==> src/rtl/mem_port_arbiter.sv <==
// Fetch/data arbiter sharing one fixed-latency single-port memory.
// Define ARB_ROUND_ROBIN_EN for alternating grants on collisions.
module mem_port_arbiter #(
  parameter int ADDR_WIDTH  = 32,
  parameter int DATA_WIDTH  = 32,
  parameter int WAIT_STATES = 1
) (
  input  logic                  clk,
  input  logic                  rst,
  input  logic                  if_req,
  input  logic [ADDR_WIDTH-1:0] if_addr,
  output logic [DATA_WIDTH-1:0] if_rdata,
  output logic                  if_valid,
  input  logic                  dm_req,
  input  logic [3:0]            dm_we,
  input  logic [ADDR_WIDTH-1:0] dm_addr,
  input  logic [DATA_WIDTH-1:0] dm_wdata,
  output logic [DATA_WIDTH-1:0] dm_rdata,
  output logic                  dm_valid,
  output logic                  mem_en,
  output logic [3:0]            mem_we,
  output logic [ADDR_WIDTH-1:0] mem_addr,
  output logic [DATA_WIDTH-1:0] mem_wdata,
  input  logic [DATA_WIDTH-1:0] mem_rdata,
  output logic                  cpu_stall
);

  typedef enum logic [1:0] {
    S_IDLE,
    S_ISSUE,
    S_WAIT,
    S_RESP
  } state_e;

  localparam logic [3:0] CntLoad = 4'(WAIT_STATES - 1);

  state_e     state_q;
  logic [3:0] cnt_q;
  logic       own_dm_q;
  logic       store_q;
  logic       grant_dm;

`ifdef ARB_ROUND_ROBIN_EN
  logic last_dm_q;

  // On a collision, hand the port to whoever did not own the last access.
  assign grant_dm = dm_req & ~(if_req & last_dm_q);

  always_ff @(posedge clk or negedge rst) begin
    if (!rst) begin
      last_dm_q <= 1'b0;
    end else if (state_q == S_ISSUE) begin
      last_dm_q <= own_dm_q;
    end
  end
`else
  assign grant_dm = dm_req;
`endif

  assign cpu_stall = (if_req & ~if_valid) | (dm_req & ~dm_valid);

  always_ff @(posedge clk or negedge rst) begin
    if (!rst) begin
      state_q   <= S_IDLE;
      cnt_q     <= '0;
      own_dm_q  <= 1'b0;
      store_q   <= 1'b0;
      mem_en    <= 1'b0;
      mem_we    <= '0;
      mem_addr  <= '0;
      mem_wdata <= '0;
      if_rdata  <= '0;
      dm_rdata  <= '0;
      if_valid  <= 1'b0;
      dm_valid  <= 1'b0;
    end else begin
      mem_en   <= 1'b0;
      mem_we   <= '0;
      if_valid <= 1'b0;
      dm_valid <= 1'b0;
      unique case (state_q)
        S_IDLE: begin
          if (if_req | dm_req) begin
            own_dm_q <= grant_dm;
            store_q  <= grant_dm & (|dm_we);
            mem_addr <= grant_dm ? dm_addr : if_addr;
            if (grant_dm) begin
              mem_wdata <= dm_wdata;
            end
            mem_en  <= 1'b1;
            mem_we  <= grant_dm ? dm_we : 4'b0000;
            state_q <= S_ISSUE;
          end
        end
        S_ISSUE: begin
          cnt_q   <= CntLoad;
          state_q <= S_WAIT;
        end
        S_WAIT: begin
          if (cnt_q == 4'd0) begin
            if (!store_q) begin
              if (own_dm_q) begin
                dm_rdata <= mem_rdata;
              end else begin
                if_rdata <= mem_rdata;
              end
            end
            if (own_dm_q) begin
              dm_valid <= 1'b1;
            end else begin
              if_valid <= 1'b1;
            end
            state_q <= S_RESP;
          end else begin
            cnt_q <= cnt_q - 4'd1;
          end
        end
        S_RESP: begin
          state_q <= S_IDLE;
        end
        default: begin
          state_q <= S_IDLE;
        end
      endcase
    end
  end

endmodule

==> config.mk <==
export PLATFORM = sky130hd
export DESIGN_NAME = mem_port_arbiter
export DESIGN_NICKNAME = d
export VERILOG_FILES = /design/src/rtl/mem_port_arbiter.sv
export SDC_FILE = /design/constraint.sdc
export NUM_CORES = 1
export LEC_CHECK = 0
export BUFFER_PORTS_ARGS = -buffer_cell sky130_fd_sc_hd__buf_2
export CELL_PAD_IN_SITES_DETAIL_PLACEMENT = 1
export CELL_PAD_IN_SITES_GLOBAL_PLACEMENT = 2
export CORE_UTILIZATION = 29
export CTS_CLUSTER_DIAMETER = 50
export DETAILED_ROUTE_END_ITERATION = 10
export PLACE_DENSITY = 0.87
export SLEW_MARGIN = 20
export SYNTH_ARGS = -nofsm -noshare
export SYNTH_HDL_FRONTEND = slang
export SYNTH_SLANG_ARGS = --single-unit
export TNS_END_PERCENT = 5
==> constraint.sdc <==
create_clock -name clk -period 2.1 [get_ports clk]
set_input_delay 0.21 -clock clk [delete_from_list [all_inputs] [get_ports clk]]
set_output_delay 0.21 -clock clk [all_outputs]
set_load 0.1 [all_outputs]
==> results of run 1 <==
==> logic make-up (layout without fill, tap and decap cells) <==
group | Yosys count | in the layout | share of synthesized area
fa+ha+maj | 5 | 5 | 0.01068
buf+inv | 29 | 325 | 0.03097
simple gates | 58 | 58 | 0.04763
flops | 143 | 143 | 0.6108
compound gates | 39 | 39 | 0.03610
mux | 131 | 131 | 0.2638
==> worst max-delay path: stages (launching register included) <==
cell and delay (ps):
dfrtp_1 400, inv_1 90, ha_1 230, nand4bb_1 130, or3_2 450, buf_12 200
mux2_4 330
==> through the flow <==
step | cells | setup WS, ps
floorplan | 405 | 151.6
global placement | 929 | 183.4
detailed placement | 929 | 122.7
CTS | 966 | 117.4
global route | 966 | 28.12
finish | 966 | 110.8
==> worst min path at each step <==
stage | from | to | slack (ps)
global placement | rst | if_rdata[27]$_DFFE_PN0P_ | 170
floorplan | rst | cnt_q[0]$_DFFE_PN0P_ | -90
global route | dm_wdata[24] | mem_wdata[24]$_DFFE_PN0P_ | 2
detailed placement | rst | if_rdata[27]$_DFFE_PN0P_ | 180
finish | dm_wdata[17] | mem_wdata[17]$_DFFE_PN0P_ | 20
CTS | dm_wdata[17] | mem_wdata[17]$_DFFE_PN0P_ | 0.6
==> metal layers <==
metal,part of all wire,track usage
met5,0,0
met4,0.0091,0.04155
met3,0.092,0.06159
met2,0.49,0.2644
met1,0.41,0.1694
==> cell type report <==
class,count,area (um2)
repair buffers,286,1590
well taps,265,331.6
clock buffers,18,439.2
inverters,7,26.28
clock inverters,14,151.4
fillers,2170,11420
multi-input cells,233,2117
flip-flops and latches,143,3578
==> layout by cell type (no fill, tap or decap), types with 2 or more instances in the layout <==
| cell type | Yosys | routed |
|---|---|---|
| mux2i_1 | 34 | 34 |
| clkbuf_16 | 0 | 17 |
| mux2_2 | 67 | 67 |
| buf_4 | 0 | 3 |
| ha_1 | 5 | 5 |
| clkinv_4 | 0 | 3 |
| inv_8 | 0 | 3 |
| inv_1 | 7 | 7 |
| o21ai_0 | 34 | 33 |
| clkinvlp_4 | 0 | 3 |
| nand2_1 | 40 | 40 |
| and3_1 | 4 | 4 |
| buf_12 | 3 | 8 |
| buf_2 | 7 | 269 |
| inv_6 | 0 | 2 |
| dfrtp_1 | 143 | 143 |
| mux2_4 | 30 | 30 |
| dlygate4sd3_1 | 0 | 5 |
==> sequential cells by signal, summed over array words and instances (netlist names), 2 cells and up <==
signal / cells
mem_we: 4
mem_addr: 32
cnt_q: 4
dm_rdata: 32
if_rdata: 32
state_q: 2
mem_wdata: 32
==> results.json, run 1 <==
{
  "outcome": "completed",
  "crit_path_end_kind": "flip-flop",
  "synth_area_per_cell_um2": 14.46,
  "synth_top_cell_by_area": "dfrtp_1",
  "grtUsageTotal": 0.1514,
  "finalMaxSlewViolations": 0,
  "yosysTopAreaCellShare": 0.6109,
  "post_dp_cell_area_um2": 7594,
  "grt_pass1_vias": 4501,
  "worstHoldPathCells": 2,
  "cts_hold_buf": 5,
  "postRouteAntennaNets": 0,
  "crit_required_ps": 2400,
  "relSlewSlack": 0.6133,
  "yosysUniqueCellTypes": 32,
  "clock_sinks": 143,
  "fmax_mhz": 502.7,
  "cts_tree": "done",
  "place_hpwl_mm": 11.61,
  "worst_slew_pin_slew_ps": 577.8,
  "fp.coreArea_um2": 19650,
  "final_util": 0.4190,
  "vias_per_cell": 4.424,
  "routed_wl_mm": 15.59,
  "yosys_warnings": 0,
  "fin_setup_tns_ps": 0,
  "antenna_found_initial": 1,
  "r2r-end": "if_rdata[20]$_DFFE_PN0P_",
  "cts-resized-gates": 0,
  "rrSetupSlack_ps": 110,
  "setup_violations": 0,
  "critPathKind": "flip-flop to flip-flop",
  "drc": 0,
  "crit_fanout": 32,
  "yosys-top-cells-count": "143 x dfrtp_1, 67 x mux2_2, 40 x nand2_1",
  "maxCapViolations": 0,
  "synth_top_flop_cell": "dfrtp_1",
  "portBuffers": 271,
  "final.setup_skew_ps": 10.56,
  "layout-drive-gt1-share": 0.5920,
  "htree_num_levels": 4,
  "rr_worst_depth": 6,
  "grt_remaining_overflow": 0,
  "final_nets": 829,
  "cts_root_buf": "clkbuf_16",
  "final_area_um2": 8234,
  "grt_setup_unrepaired": "no",
  "wl_per_cell_um": 16.14,
  "grt_max_degree": 45,
  "critPathCapture": "if_rdata[20]$_DFFE_PN0P_",
  "area_growth_pct": 40.56,
  "antennaDiodeCount": 0,
  "die_area_um2": 20770,
  "postCtsSetupBuffers": 0,
  "synth.most_common_cell": "dfrtp_1",
  "async_flop_share": 1.000,
  "first_pass_iters": 4,
  "place_congestion": 0.7194,
  "setup.worst_path.start_class": "flip-flop",
  "die_x_um": 144.1,
  "period_minus_slack_ps": 1989,
  "clkTransAtPathRegs_ps": 70,
  "synth_area_leaders": "dfrtp_1 61%, mux2_2 13%, mux2_4 7.7%, mux2i_1 5.8%, o21ai_0 2.9%",
  "clockBufferDepth": 2,
  "rows": 51,
  "fin_crit_sh": 0.9472,
  "io_pins": 272,
  "cp_data_arrival_time_ps": 2290,
  "start_util": 0.2981,
  "hold_violations": 0,
  "cp-startpoint": "cnt_q[0]$_DFFE_PN0P_",
  "drt_iter0_drc": 74,
  "chipHeight_um": 144.1,
  "rr_startpoint": "cnt_q[0]$_DFFE_PN0P_",
  "synth_edf_count": 0,
  "postSynthRegisterBits": 143,
  "vias": 4274,
  "hold_slack_ps": 21.18,
  "syn_inst": 405,
  "cts-buffers-inserted": 17,
  "grt_pass1_wl_mm": 23.56,
  "clk_latency_ps": 420,
  "hold_path.class": "input port to flip-flop",
  "syn_nets": 546,
  "synth_area_um2": 5858,
  "seq_area_frac_synth": 0.6109
}
Power of run 1 is not shown: default switching activity piles up to over one toggle a cycle in this logic, so the estimate is an artifact.
==> run 2, diff against run 1 <==
--- a/config.mk
+++ b/config.mk
@@ -7,11 +7,11 @@
 export LEC_CHECK = 0
 export BUFFER_PORTS_ARGS = -buffer_cell sky130_fd_sc_hd__buf_2
 export CELL_PAD_IN_SITES_DETAIL_PLACEMENT = 1
-export CELL_PAD_IN_SITES_GLOBAL_PLACEMENT = 2
-export CORE_UTILIZATION = 29
+export CELL_PAD_IN_SITES_GLOBAL_PLACEMENT = 1
+export CORE_UTILIZATION = 36
 export CTS_CLUSTER_DIAMETER = 50
 export DETAILED_ROUTE_END_ITERATION = 10
-export PLACE_DENSITY = 0.87
+export PLACE_DENSITY = 0.88
 export SLEW_MARGIN = 20
 export SYNTH_ARGS = -nofsm -noshare
 export SYNTH_HDL_FRONTEND = slang
==> results.json, run 2 (synthesis results as in run 1) <==
{
  "outcome": "completed",
  "crit_path_end_kind": "flip-flop",
  "worst_slew_pin_slew_ps": 530.4,
  "setup_violations": 0,
  "grt_pass1_wl_mm": 25.50,
  "wl_per_cell_um": 18.52,
  "place_hpwl_mm": 12.97,
  "final_common_cell": "buf_2",
  "chipHeight_um": 129.6,
  "setup.worst_path.start_class": "flip-flop",
  "multi_input_area_um2": 2117,
  "fin_setup_tns_ps": 0,
  "fp.coreArea_um2": 15890,
  "place_congestion": 0.7432,
  "postCtsSetupBuffers": 0,
  "finalMaxSlewViolations": 0,
  "portBuffers": 271,
  "rows": 46,
  "cts_root_buf": "clkbuf_16",
  "routed_wl_mm": 16.87,
  "clock_sinks": 143,
  "clk_latency_ps": 420,
  "die_x_um": 129.6,
  "cpPeakStageDelay_ps": 460,
  "start_util": 0.3688,
  "fmax_mhz": 501.5,
  "hold_path.class": "input port to flip-flop",
  "crit_fanout": 32,
  "hold_violations": 0,
  "postRouteAntennaNets": 0,
  "vias": 4282,
  "relSlewSlack": 0.6488,
  "grt_max_degree": 65,
  "cp_data_arrival_time_ps": 2290,
  "period_minus_slack_ps": 1994,
  "die_area_um2": 16790,
  "hold_slack_ps": 20.29,
  "drt_iter0_drc": 112,
  "dpl_worst_slack_ps": 112.5,
  "critPathKind": "flip-flop to flip-flop",
  "grt_pass1_vias": 4657,
  "grtUsageTotal": 0.2052,
  "worst_slack_ps": 106.1,
  "crit_required_ps": 2400,
  "final_nets": 823,
  "mostFrequentLayoutCells": "269 x buf_2, 143 x dfrtp_1, 67 x mux2_2",
  "fin_crit_sh": 0.9495,
  "rr_startpoint": "cnt_q[0]$_DFFE_PN0P_",
  "vias_per_cell": 4.700,
  "area_growth_pct": 38.83,
  "cts-buffers-inserted": 17,
  "htree_num_levels": 4,
  "clkTransAtPathRegs_ps": 60,
  "cp-startpoint": "cnt_q[0]$_DFFE_PN0P_",
  "antennaDiodeCount": 0,
  "hold_start": "dm_wdata[26]",
  "grt_remaining_overflow": 0,
  "cts_tree": "done",
  "io_pins": 272,
  "antenna_found_initial": 1,
  "layout-drive-gt1-share": 0.5942,
  "grt_setup_unrepaired": "no",
  "clockBufferDepth": 2,
  "crit_chain": "inv_1, ha_1, nand4bb_1, or3_2, buf_12, mux2_4",
  "drc": 0,
  "fillers": 1727,
  "cp_slowest_cell": "or3_2",
  "regArea_um2": 3578,
  "final.setup_skew_ps": 11.45,
  "maxCapViolations": 0,
  "first_pass_iters": 4
}
run 2: cell count changes in the layout (fill, tap and decap cells not counted), sizes merged:
cell | previous run | this run
inv | 12 | 13
buf | 281 | 279
clkbuf | 18 | 19
clkinv | 5 | 0
clkinvlp | 3 | 5
dlygate4sd3 | 5 | 1
bufinv | 1 | 2
run 2: per-layer routing:
metal	wire length (um)	part of all wire	global-route usage
met5	0	0	0
met4	385	0.023	0.08140
met3	1341	0.079	0.06606
met2	8607	0.51	0.3542
met1	6537	0.39	0.2356
run 2: area by class of cell:
class / instances / area share
clock buffers: 19 / 0.05569
clock inverters: 13 / 0.01877
inverters: 7 / 0.003231
multi-input cells: 233 / 0.2603
flip-flops and latches: 143 / 0.4400
well taps: 216 / 0.03323
repair buffers: 280 / 0.1888
run 2: critical path, delay by kind of cell (launching register included):
| family | cells | cell delay, ps |
|---|---|---|
| and+or+nand+nor | 2 | 590 |
| DFF | 1 | 410 |
| muxes | 1 | 330 |
| buffers and inverters | 2 | 300 |
| adders and majority gates | 1 | 230 |
run 2: final timing paths:
check,slack (ps),endpoint,depth (start not counted)
worst max-delay path,110,if_rdata[6]$_DFFE_PN0P_,6
worst min-delay path,20,mem_wdata[26]$_DFFE_PN0P_,2
worst max register to register,110,if_rdata[6]$_DFFE_PN0P_,6
worst min register to register,480,mem_addr[7]$_DFFE_PN0P_,2
max in group asynchronous,1230,mem_wdata[13]$_DFFE_PN0P_,3
min in group asynchronous,250,if_rdata[22]$_DFFE_PN0P_,2
run 2: per-stage QoR:
step	utilization	cell area, um2	instances
floorplan	-	5864	405
global placement	0.4732	7517	878
detailed placement	0.4732	7517	878
CTS	0.5120	8133	911
global route	0.5120	8133	911
finish	0.5120	8133	911
run 2: repair_timing:
action	in CTS	in global routing
resized for setup	0	0
hold buffers	1	0
hold endpoints to repair	34	0
Power of run 2 is left out for the same reason.
==> run 3, diff against run 2 <==
--- a/config.mk
+++ b/config.mk
@@ -8,10 +8,10 @@
 export BUFFER_PORTS_ARGS = -buffer_cell sky130_fd_sc_hd__buf_2
 export CELL_PAD_IN_SITES_DETAIL_PLACEMENT = 1
 export CELL_PAD_IN_SITES_GLOBAL_PLACEMENT = 1
-export CORE_UTILIZATION = 36
+export CORE_UTILIZATION = 35
 export CTS_CLUSTER_DIAMETER = 50
 export DETAILED_ROUTE_END_ITERATION = 10
-export PLACE_DENSITY = 0.88
+export PLACE_DENSITY = 0.86
 export SLEW_MARGIN = 20
 export SYNTH_ARGS = -nofsm -noshare
 export SYNTH_HDL_FRONTEND = slang
==> results.json, run 3 (synthesis results as in run 1) <==
{
  "clkTransAtPathRegs_ps": 60,
  "fin_setup_tns_ps": 0,
  "crit_required_ps": 2390,
  "fin_crit_sh": 0.9189,
  "first_pass_iters": 4,
  "chipHeight_um": 131.4,
  "crit_fanout": 5,
  "worst_slew_pin_slew_ps": 527.9,
  "grt_remaining_overflow": 0,
  "area_growth_pct": 39.62,
  "worstHoldPathCells": 2,
  "cts-buffers-inserted": 17,
  "rows": 46,
  "crit_cells": 5,
  "outcome": "completed",
  "hold_path.class": "input port to flip-flop",
  "clock_sinks": 143,
  "cpPeakStageDelay_ps": 470,
  "cp_slowest_cell": "or3b_2",
  "maxCapViolations": 0,
  "die_area_um2": 17260,
  "critPathKind": "flip-flop to flip-flop",
  "io_pins": 272,
  "crit_path_end_kind": "flip-flop",
  "clockBufferDepth": 2,
  "fmax_mhz": 518.2,
  "vias": 4322,
  "place_hpwl_mm": 12.37,
  "wl_per_cell_um": 18.24,
  "final_common_cell": "buf_2",
  "vias_per_cell": 4.739,
  "grt_setup_unrepaired": "no",
  "worst_slack_ps": 170.3,
  "cts_tree": "done",
  "crit_family": "simple AND/OR/NAND/NOR gates",
  "fp.coreArea_um2": 16120,
  "setup.worst_path.start_class": "flip-flop",
  "mostFrequentLayoutCells": "269 x buf_2, 143 x dfrtp_1, 67 x mux2_2",
  "final.setup_skew_ps": 9.798,
  "finalMaxSlewViolations": 0,
  "relSlewSlack": 0.6481,
  "drt_iter0_drc": 122,
  "setup_violations": 0,
  "start_util": 0.3635,
  "grt_max_degree": 60,
  "htree_num_levels": 4,
  "grt_pass1_wl_mm": 26.47,
  "layout-drive-gt1-share": 0.5928,
  "portBuffers": 271,
  "cts_root_buf": "clkbuf_16",
  "worst-path-buf-inv": 1,
  "die_x_um": 131.4,
  "antenna_found_initial": 1,
  "rr_worst_depth": 5,
  "grt_pass1_vias": 4866,
  "final_nets": 824,
  "period_minus_slack_ps": 1930,
  "routed_wl_mm": 16.64,
  "cp_data_arrival_time_ps": 2220,
  "crit_chain": "inv_1, ha_2, or3b_2, a32oi_1, mux2_2",
  "clk_latency_ps": 420,
  "grtUsageTotal": 0.1997,
  "postRouteAntennaNets": 0,
  "hold_violations": 0,
  "place_congestion": 0.8241,
  "drc": 0,
  "final_util": 0.5075,
  "dpl_worst_slack_ps": 91.65
}
-- run 3: per-stage QoR --
stage | std cells | area [um2] | hold WS [ps]
2_1_floorplan | 405 | 5864 | -85.59
3_3_place_gp | 878 | 7517 | 200.9
3_5_place_dp | 878 | 7517 | 210.5
4_1_cts | 910 | 8145 | 4.638
5_1_grt | 912 | 8179 | 8.245
6_report | 912 | 8179 | 29.56
-- run 3: path summary, 6_finish.rpt --
check	from	to	slack, ps
setup reg to reg	cnt_q[0]$_DFFE_PN0P_	state_q[1]$_DFFE_PN0P_	170
min in group asynchronous	rst	dm_rdata[14]$_DFFE_PN0P_	330
hold reg to reg	mem_addr[12]$_DFFE_PN0P_	mem_addr[12]$_DFFE_PN0P_	480
hold / removal	dm_wdata[21]	mem_wdata[21]$_DFFE_PN0P_	30
max in group asynchronous	rst	dm_rdata[6]$_DFFE_PN0P_	1090
setup / recovery	cnt_q[0]$_DFFE_PN0P_	state_q[1]$_DFFE_PN0P_	170
-- run 3: metal layers --
layer | GRT usage | vias up | wire length [um] | share of wire
li1 | - | 1972 | - | -
met1 | 0.2282 | 2114 | 6541 | 0.39
met2 | 0.3443 | 209 | 8605 | 0.52
met3 | 0.06019 | 27 | 1093 | 0.066
met4 | 0.08786 | 0 | 394 | 0.024
met5 | 0 | - | 0 | 0
-- run 3: cell type report --
| type | count | area, um2 |
|---|---|---|
| fill | 1741 | 7936 |
| sequential | 143 | 3578 |
| multi-input combinational | 233 | 2123 |
| timing repair buffer | 281 | 1560 |
| clock buffer | 19 | 432.9 |
| tap | 216 | 270.3 |
| clock inverter | 12 | 185.2 |
| inverter | 7 | 26.28 |
| antenna | 1 | 2.502 |
-- run 3: what timing repair did --
item | CTS | global route
hold buffers | 1 | 0
gates resized for setup | 0 | 2
buffers inserted | 0 | 0
setup endpoints to repair | 0 | 27
endpoints found under the hold margin | 53 | 0
-- run 3: worst reg2reg max path, stage by stage, from the launching register on --
cell and delay, ps:
dfrtp_1 400, inv_1 100, ha_2 220, or3b_2 470, a32oi_1 250, mux2_2 370
Power of run 3 is left out for the same reason.
